`src/rtl/i2c_reg_seq_pkg.sv`:
```
// ============================================================================
// Module : i2c_pkg
// Brief  : Shared types for the i2c_reg_seq register-access sequencer.
// Rev    : 1.0 - initial release
// ============================================================================
`default_nettype none

package i2c_pkg;

  typedef enum logic [3:0] {
    ST_IDLE        = 4'd0,
    ST_W_CMD       = 4'd1,
    ST_W_DATA      = 4'd2,
    ST_R_CMD_ADDR  = 4'd3,
    ST_R_DATA_ADDR = 4'd4,
    ST_R_CMD_RD    = 4'd5,
    ST_R_WAIT      = 4'd6,
    ST_ABORT       = 4'd7,
    ST_RESP        = 4'd8
  } state_e;

  typedef struct packed {
    logic [6:0] address;
    logic       start;
    logic       read;
    logic       write;
    logic       write_multiple;
    logic       stop;
  } cmd_t;

  localparam cmd_t C_CMD_STOP_ONLY = '{address: 7'd0, start: 1'b0, read: 1'b0,
                                       write: 1'b0, write_multiple: 1'b0, stop: 1'b1};

endpackage

`default_nettype wire

```
`src/rtl/i2c_reg_seq.sv`:
```
// ============================================================================
// Module : i2c_reg_seq
// Brief  : Sequences single-register I2C reads/writes onto an i2c_master.
//          Optional macro I2C_REG_SEQ_TIMEOUT_EN adds a per-transaction timeout.
// Rev    : 1.0 - initial release
// ============================================================================
`default_nettype none

module i2c_reg_seq
  import i2c_pkg::*;
#(
  parameter logic [31:0] TIMEOUT_CYCLES = 32'd200000
) (
  input  logic       clk,
  input  logic       rst,
  input  logic       req_valid,
  output logic       req_ready,
  input  logic [6:0] req_dev_addr,
  input  logic [7:0] req_reg_addr,
  input  logic       req_read,
  input  logic [7:0] req_wdata,
  output logic       rsp_valid,
  input  logic       rsp_ready,
  output logic [7:0] rsp_rdata,
  output logic       rsp_nack,
  output logic       rsp_timeout,
  output logic [6:0] m_cmd_address,
  output logic       m_cmd_start,
  output logic       m_cmd_read,
  output logic       m_cmd_write,
  output logic       m_cmd_write_multiple,
  output logic       m_cmd_stop,
  output logic       m_cmd_valid,
  input  logic       m_cmd_ready,
  output logic [7:0] m_wr_tdata,
  output logic       m_wr_tvalid,
  output logic       m_wr_tlast,
  input  logic       m_wr_tready,
  input  logic [7:0] s_rd_tdata,
  input  logic       s_rd_tvalid,
  input  logic       s_rd_tlast,
  output logic       s_rd_tready,
  input  logic       missed_ack,
  input  logic       bus_busy
);

  state_e     r_state;
  logic [6:0] r_dev;
  logic [7:0] r_reg;
  logic [7:0] r_wdata;
  cmd_t       r_cmd;
  logic       r_cmd_valid;
  logic [7:0] r_wr_data;
  logic       r_wr_valid;
  logic       r_wr_last;
  logic [7:0] r_rdata;
  logic       r_nack;

  logic w_cmd_hs;
  logic w_wr_hs;
  logic w_accept;
  logic w_active;
  logic w_expire;
  logic w_unused;

  assign w_cmd_hs = r_cmd_valid & m_cmd_ready;
  assign w_wr_hs  = r_wr_valid & m_wr_tready;
  assign w_accept = req_valid & req_ready;
  // Bus-driving states: where a NACK or timeout can cut the transaction short.
  assign w_active = (r_state != ST_IDLE) && (r_state != ST_RESP) && (r_state != ST_ABORT);
  assign w_unused = ^{s_rd_tlast, TIMEOUT_CYCLES};

`ifdef I2C_REG_SEQ_TIMEOUT_EN
  logic [31:0] r_timer;
  logic        r_timeout;

  assign w_expire    = w_active && (r_timer == 32'd0);
  assign rsp_timeout = r_timeout;

  always_ff @(posedge clk or posedge rst) begin
    if (rst) begin
      r_timer   <= 32'd0;
      r_timeout <= 1'b0;
    end else if (w_accept) begin
      r_timer   <= TIMEOUT_CYCLES;
      r_timeout <= 1'b0;
    end else if (w_active && r_timer != 32'd0) begin
      r_timer <= r_timer - 32'd1;
    end else if (w_expire && !missed_ack) begin
      r_timeout <= 1'b1;
    end
  end
`else
  assign w_expire    = 1'b0;
  assign rsp_timeout = 1'b0;
`endif

  always_ff @(posedge clk or posedge rst) begin
    if (rst) begin
      r_state     <= ST_IDLE;
      r_dev       <= 7'd0;
      r_reg       <= 8'd0;
      r_wdata     <= 8'd0;
      r_cmd       <= '0;
      r_cmd_valid <= 1'b0;
      r_wr_data   <= 8'd0;
      r_wr_valid  <= 1'b0;
      r_wr_last   <= 1'b0;
      r_rdata     <= 8'd0;
      r_nack      <= 1'b0;
    end else if (w_active && (missed_ack || w_expire)) begin
      // NACK wins over any handshake completing on the same edge.
      r_cmd_valid <= 1'b0;
      r_wr_valid  <= 1'b0;
      r_nack      <= r_nack | missed_ack;
      r_rdata     <= 8'd0;
      r_state     <= ST_ABORT;
    end else begin
      case (r_state)
        ST_IDLE: begin
          if (w_accept) begin
            r_dev       <= req_dev_addr;
            r_reg       <= req_reg_addr;
            r_wdata     <= req_wdata;
            r_nack      <= 1'b0;
            r_rdata     <= 8'd0;
            r_cmd_valid <= 1'b1;
            if (req_read) begin
              r_cmd   <= '{address: req_dev_addr, start: 1'b1, read: 1'b0, write: 1'b1,
                           write_multiple: 1'b0, stop: 1'b0};
              r_state <= ST_R_CMD_ADDR;
            end else begin
              r_cmd   <= '{address: req_dev_addr, start: 1'b1, read: 1'b0, write: 1'b0,
                           write_multiple: 1'b1, stop: 1'b1};
              r_state <= ST_W_CMD;
            end
          end
        end
        ST_W_CMD: begin
          if (w_cmd_hs) begin
            r_cmd_valid <= 1'b0;
            r_wr_data   <= r_reg;
            r_wr_last   <= 1'b0;
            r_wr_valid  <= 1'b1;
            r_state     <= ST_W_DATA;
          end
        end
        ST_W_DATA: begin
          if (w_wr_hs) begin
            if (!r_wr_last) begin
              r_wr_data <= r_wdata;
              r_wr_last <= 1'b1;
            end else begin
              r_wr_valid <= 1'b0;
              r_state    <= ST_RESP;
            end
          end
        end
        ST_R_CMD_ADDR: begin
          if (w_cmd_hs) begin
            r_cmd_valid <= 1'b0;
            r_wr_data   <= r_reg;
            r_wr_last   <= 1'b1;
            r_wr_valid  <= 1'b1;
            r_state     <= ST_R_DATA_ADDR;
          end
        end
        ST_R_DATA_ADDR: begin
          if (w_wr_hs) begin
            r_wr_valid  <= 1'b0;
            r_cmd       <= '{address: r_dev, start: 1'b1, read: 1'b1, write: 1'b0,
                             write_multiple: 1'b0, stop: 1'b1};
            r_cmd_valid <= 1'b1;
            r_state     <= ST_R_CMD_RD;
          end
        end
        ST_R_CMD_RD: begin
          if (w_cmd_hs) begin
            r_cmd_valid <= 1'b0;
            r_state     <= ST_R_WAIT;
          end
        end
        ST_R_WAIT: begin
          if (s_rd_tvalid) begin
            r_rdata <= s_rd_tdata;
            r_state <= ST_RESP;
          end
        end
        ST_ABORT: begin
          // An idle bus needs no stop; otherwise release it before responding.
          if (r_cmd_valid) begin
            if (w_cmd_hs) begin
              r_cmd_valid <= 1'b0;
              r_state     <= ST_RESP;
            end
          end else if (!bus_busy) begin
            r_state <= ST_RESP;
          end else begin
            r_cmd       <= C_CMD_STOP_ONLY;
            r_cmd_valid <= 1'b1;
          end
        end
        ST_RESP: begin
          if (rsp_ready) begin
            r_state <= ST_IDLE;
          end
        end
        default: r_state <= ST_IDLE;
      endcase
    end
  end

  assign req_ready            = (r_state == ST_IDLE) && !rsp_valid;
  assign rsp_valid            = (r_state == ST_RESP);
  assign rsp_rdata            = r_rdata;
  assign rsp_nack             = r_nack;
  assign m_cmd_address        = r_cmd.address;
  assign m_cmd_start          = r_cmd.start;
  assign m_cmd_read           = r_cmd.read;
  assign m_cmd_write          = r_cmd.write;
  assign m_cmd_write_multiple = r_cmd.write_multiple;
  assign m_cmd_stop           = r_cmd.stop;
  assign m_cmd_valid          = r_cmd_valid;
  assign m_wr_tdata           = r_wr_data;
  assign m_wr_tvalid          = r_wr_valid;
  assign m_wr_tlast           = r_wr_last;
  assign s_rd_tready          = (r_state == ST_R_WAIT);

endmodule

`default_nettype wire
```
`config.mk`:
```
export PLATFORM = sky130hd
export DESIGN_NAME = i2c_reg_seq
export DESIGN_NICKNAME = d
export VERILOG_FILES = /design/src/rtl/i2c_reg_seq_pkg.sv /design/src/rtl/i2c_reg_seq.sv
export SDC_FILE = /design/constraint.sdc
export NUM_CORES = 1
export LEC_CHECK = 0
export ABC_CLOCK_PERIOD_IN_PS = 2000
export BUFFER_PORTS_ARGS = -buffer_cell sky130_fd_sc_hd__buf_4
export CAP_MARGIN = 20
export CELL_PAD_IN_SITES_DETAIL_PLACEMENT = 2
export CELL_PAD_IN_SITES_GLOBAL_PLACEMENT = 2
export CORE_MARGIN = 5
export CORE_UTILIZATION = 28
export DETAILED_ROUTE_END_ITERATION = 7
export PLACE_DENSITY_LB_ADDON = 0.1
export SETUP_SLACK_MARGIN = 0.2
export SYNTH_ARGS = -nofsm -noshare
export SYNTH_HDL_FRONTEND = slang
export SYNTH_SLANG_ARGS = --single-unit
```
`constraint.sdc`:
```
create_clock -name clk -period 2 [get_ports clk]
set_input_delay 0.3 -clock clk [delete_from_list [all_inputs] [get_ports clk]]
set_output_delay 0.3 -clock clk [all_outputs]
set_load 0.005 [all_outputs]
```
Yosys cells after proc, flatten, opt, wreduce, memory -nomap -nowiden
Index checks and enable logic that the tools add are counted.
Word-level totals
  register bits: 59
  input bits: 42
  output and inout port bits: 36
  word-level logic and storage cells: 126
Cells by class
  equal/unequal tests: 32
  mux-type cells: 47
  bitwise operators: 5
  reductions and logical operators: 26
Operators by type and width (count)
  $mux W4: 13
  $mux W12: 4
  $mux W8: 6
  $pmux W12 S3: 1
  $pmux W4 S9: 1
  $pmux W8 S2: 2
  $ne A3 B3 Y1 const B: 7
  $eq A4 B3 Y1 const B: 4
  $ne A2 B2 Y1 const B: 8
  $mux W1: 15
  $reduce_and A5 Y1: 3
  $ne A4 B4 Y1 const B: 3
  $reduce_and A11 Y1: 1
  $ne A3 B1 Y1 const B: 3
  $reduce_bool A3 Y1: 3
  $eq A4 B2 Y1 const B: 2
  $reduce_bool A4 Y1: 2
  $pmux W1 S3: 2
  $reduce_and A3 Y1: 2
  $reduce_and A6 Y1: 1
  $reduce_bool A2 Y1: 3
  $reduce_bool A5 Y1: 1
  $eq A4 B1 Y1 const B: 1
  $eq A4 B4 Y1 const B: 1
  other kinds (16): 21

Depth between registers and ports, before layout
  word-level depth: 7
  depth in mapped cells: 8
  gate-level depth less buffers: 5

Worst setup path after synthesis
OpenSTA, ideal clock, no wires.
  kind: reg-to-reg
  from: reg r_state[2]
  to: reg r_dev[0]
  setup time: 118 ps
  arrival: 1877 ps
  setup slack: 4 ps
  cell stages (with the launch flop): 8
  clock period less this slack: 1996 ps
  cell sequence: dfrtp_1 > buf_6 > or3_4 > a31o_4 > or3_1 > buf_2 > buf_6 > a21o_1
On the way
  word-level cells in the longest chain between the ends: 6
Ends and longest elaborated chain
  start, declared: RTL line i2c_reg_seq.sv:47  | state_e r_state;
  start signal, assigned: RTL line i2c_reg_seq.sv:100  | r_state <= ST_IDLE;
  start signal, assigned: RTL line i2c_reg_seq.sv:117  | r_state <= ST_ABORT;
  start signal, assigned: RTL line i2c_reg_seq.sv:131  | r_state <= ST_R_CMD_ADDR;
  $ne A4 B4 Y1 or $reduce_bool A4 Y1 (tied branches): RTL line i2c_reg_seq.sv:70  | assign w_active = (r_state != ST_IDLE) && (r_state != ST_RESP) && (r_state != ST_ABORT);
  $logic_and A1 B1 Y1 (2 in series): RTL line i2c_reg_seq.sv:70
  $logic_and A1 B1 Y1: RTL line i2c_reg_seq.sv:111  | end else if (w_active && (missed_ack || w_expire)) begin
  $not A1 Y1 (no source line)
  $reduce_and A3 Y1 (no source line) (*)
  end signal, assigned: RTL line i2c_reg_seq.sv:122  | r_dev <= req_dev_addr;
  end, declared: RTL line i2c_reg_seq.sv:48  | logic [6:0] r_dev;
Mark *: on every way between the ends. The rest lies on a longest branch, timed or not.
A chain may end at the register's enable or synchronous reset.

Worst setup path in the final report
  from: reg r_state[2]
  to: reg r_cmd (netlist bit m_cmd_address[3])
On the way
  word-level cells in the longest chain between the ends: 6
Ends and longest elaborated chain
  $eq A4 B4 Y1, or another cell as far along: RTL line i2c_reg_seq.sv:214  | assign rsp_valid = (r_state == ST_RESP);
  $logic_not A1 Y1 or $logic_and A1 B1 Y1 (tied branches): RTL line i2c_reg_seq.sv:213, i2c_reg_seq.sv:70
  $logic_and A1 B1 Y1, on equally long branches: RTL line i2c_reg_seq.sv:213, i2c_reg_seq.sv:70
  $and A1 B1 Y1 or $logic_and A1 B1 Y1 (tied branches): RTL line i2c_reg_seq.sv:68, i2c_reg_seq.sv:111
  $ne A2 B2 Y1 (no source line) or $not A1 Y1 (tied branches)
  $reduce_and A6 Y1 (no source line)
  end signal, assigned: RTL line i2c_reg_seq.sv:129  | r_cmd <= '{address: req_dev_addr, start: 1'b1, read: 1'b0, write: 1'b1,
  end signal, assigned: RTL line i2c_reg_seq.sv:133  | r_cmd <= '{address: req_dev_addr, start: 1'b1, read: 1'b0, write: 1'b0,
  end signal, assigned: RTL line i2c_reg_seq.sv:171  | r_cmd <= '{address: r_dev, start: 1'b1, read: 1'b1, write: 1'b0,
  end, declared: RTL line i2c_reg_seq.sv:51  | cmd_t r_cmd;
Several ways; a longest one is shown, not always the timed one.

==> parameters.txt <==
Parameter                              Value

Clock tree
  Clock buffer depth    2
  Clock-pin slew of the registers on the worst-case setup and hold paths    0.08 ns
  Hold buffers post-CTS    0
  Clock tree sinks    59
  Clock latency reported for the late side of the worst-skew pair    0.34 ns
  Count of H-tree levels built during CTS    3
  CTS Buf Count    9
  CTS Root Cell    sky130_fd_sc_hd__clkbuf_8
  Clock tree from TritonCTS    done

Timing
  Period utilisation layout    99.8%
  Final setup violation count    0
  Setup repair after global routing missed its margin    true
  Total count of max-transition violations in the final report    0
  Post-Route Setup TNS    0 ns
  Maximum achievable frequency    0.501 GHz
  Final hold violations    0
  Final Critical Period    2.00 ns
  Worst hold slack    0.0161 ns
  Max Clock Skew    0.0114 ns

Pwr
  Largest voltage drop on the vdd net    0.472 mV
  Power per cell area    1690 mW/mm2
  Standby leakage power    2.13 nW

Critical path
  Maximum fanout count along the critical path    6
  Buffers and inverters on the worst path    1
  Worst-path cell chain    or3_4 -> a31o_4 -> a211o_1 -> buf_4 -> a221o_1
  R2R Setup Slk    0.005 ns
  Startpoint types    flip-flop
  Largest incremental delay on the critical path    0.44 ns
  Slowest library cell on the worst path    sky130_fd_sc_hd__dfrtp_2
  Arrival time of data at the critical path endpoint    2.21 ns
  Cell depth of the worst flop-to-flop path    5
  WP data required    2.22 ns
  Nature of the critical path endpoint    flip-flop
  Crit Reg-Reg Startpoint    r_state[2]
  Path type of the worst setup path    reg -> reg
  RR Endpoint    m_cmd_address[3]
  Gate family responsible for the most delay along the worst path    compound AO/OA/AOI/OAI gates

Global routing
  Maximum number of pins on one net before global-route repair    60
  Global routing met3 resource utilization    3.28%
  Global-route wire length before repair    15500 um
  Met1 global-route usage    20.3%
  Gr busiest metal    met2
  Final global-route overflow total    0
  Vias in the first global route    2958
  Global Route Usage Sum    15.4%
  Number of antenna violations at the first check in global routing    0
  Met2 track demand over resource    25.3%

Die
  Core region area    0.00982 mm2
  Starting density of the core    29.0%
  Die footprint    0.0123 mm2
  Floorplan row count    36
  Floorplan die height    111 um
  Die X    111 um
  I/O pin cnt    78

Layout
  Final instance count without filler cells    546
  Number of diodes    0
  P&R area growth vs syn    53.8%
  Highest-count cells in the layout ignoring fill and taps    104 x sky130_fd_sc_hd__buf_4, 68 x sky130_fd_sc_hd__nand2_1, 57 x sky130_fd_sc_hd__dfrtp_1, 16 x sky130_fd_sc_hd__a21oi_1, 16 x sky130_fd_sc_hd__nor2_1
  Number of nets in the finished design    450
  Most frequent standard cell in the layout excluding fill and tap cells    sky130_fd_sc_hd__buf_4
  Fraction of layout instances using a drive strength above 1    42.9%

Route
  Average routed wire per standard cell    18.2 um
  DR vias/cell    4.88
  Iteration-0 DRC Markers    107
  Detailed-route DRC error count    0
  Detailed-router iteration count before antenna repair    4
  Antenna viol nets, final    0
  Vias    2663
  Total wirelength of the detailed-routed design    9930 um

Logic synthesis
  Net count of the mapped netlist    341
  Total of flip-flops plus latches after synthesis    59
  Async SR Flop Fraction    100%
  Number of synthesized flops with an enable pin    0
  Mean instance size in the synthesized netlist    9.51 um2
  Cell Area, Synth    0.00284 mm2
  Proportion of synthesized chip area in sequential cells    51.9%
  Post-synth top flop    sky130_fd_sc_hd__dfrtp_1
  Number of synthesis warnings    0
  Synthesized instance count    299
  Post-synthesis cell type count    49

Status
  Run status    completed

Job
  Number of maximum-capacitance constraint violations    0

Placed design
  Global placement routability congestion    0.779
  Final HPWL from detailed placement    6530 um
  Count of input and output buffers    75
  Cell Count Post-Placement    513

Worst hold path
  Hold Crit Class    in -> async
worst max path at each step:
stage,start,slack (ns),cells past startpoint,endpoint
2_1_floorplan,r_state[2],0.04,7,r_dev[0]
3_3_place_gp,r_state[2],-0.12,4,m_cmd_address[3]
3_5_place_dp,r_state[2],-0.19,4,m_cmd_address[0]
4_1_cts,r_state[2],0.02,5,m_cmd_address[0]
5_1_grt,r_state[3],-0.03,7,m_cmd_address[0]
6_report,r_state[2],0.005,5,m_cmd_address[3]
layer usage:
| metal | share of wire [%] | up-vias |
|---|---|---|
| met1 | 47 | 1351 |
| met2 | 48 | 55 |
| met4 | 0.91 | 0 |
| met3 | 3.8 | 7 |
| li1 | - | 1250 |
| met5 | 0 | - |
worst min-delay path: cells and delay by family:
family	cells	cell delay, ns
buffers and inverters	3	0.45
synth_stat cells, drive strengths merged, types with 4 or more instances:
library cell,n,area (um2)
a21o,5,37.5
a21oi,19,95.1
a221o,4,40.0
a22o,9,78.8
a22oi,4,30.0
and2,7,43.8
buf,15,88.8
clkbuf,7,26.3
dfrtp,59,1480
inv,4,15.0
mux2i,9,90.1
nand2,72,270
nor2,17,63.8
nor2b,7,43.8
nor3,5,30.0
nor4b,4,41.3
o21ai,13,68.8
or3,4,30.0
where the power goes:
group | switching [mW] | leakage (nW) | internal, mW | total, mW
Combinational | 1.89 | 1.26 | 1.94 | 3.84
Sequential | 0.332 | 0.737 | 1.70 | 2.03
Clock | 0.545 | 0.134 | 0.965 | 1.51
Total | 2.77 | 2.13 | 4.60 | 7.38
cell type report:
cell class                 count  area (um2)
fill                        1075        5440
sequential                    59        1480
multi-input combinational    214        1430
timing repair buffer         120        1010
tap                          133         166
clock inverter                 7         146
clock buffer                   9         124
inverter                       4        15.0
through the flow:
stage	power, mW	area, um2	setup slack, ns	utilization (%)
final	7.38	4380	0.00475	44.6
after global routing	7.90	4380	-0.0345	44.6
after CTS	7.07	4190	0.0151	42.7
after detailed placement	5.07	3690	-0.194	37.6
after global placement	4.95	3690	-0.122	37.6
after floorplan	3.79	2870	0.0397	-
kinds of logic after synthesis:
logic type,share of synthesized area (%)
simple gates,22.0
mux,3.96
flops,51.9
xor+xnor,0.308
other cells,0.132
buf+inv,4.58
compound gates,17.1
repair_timing:
item	in CTS	in global routing
endpoints found under the setup margin	52	58
buffers inserted	9	6
resized for setup	30	35
cloned	1	1
pin swaps	6	10
Power figures use the tool's default switching activity.
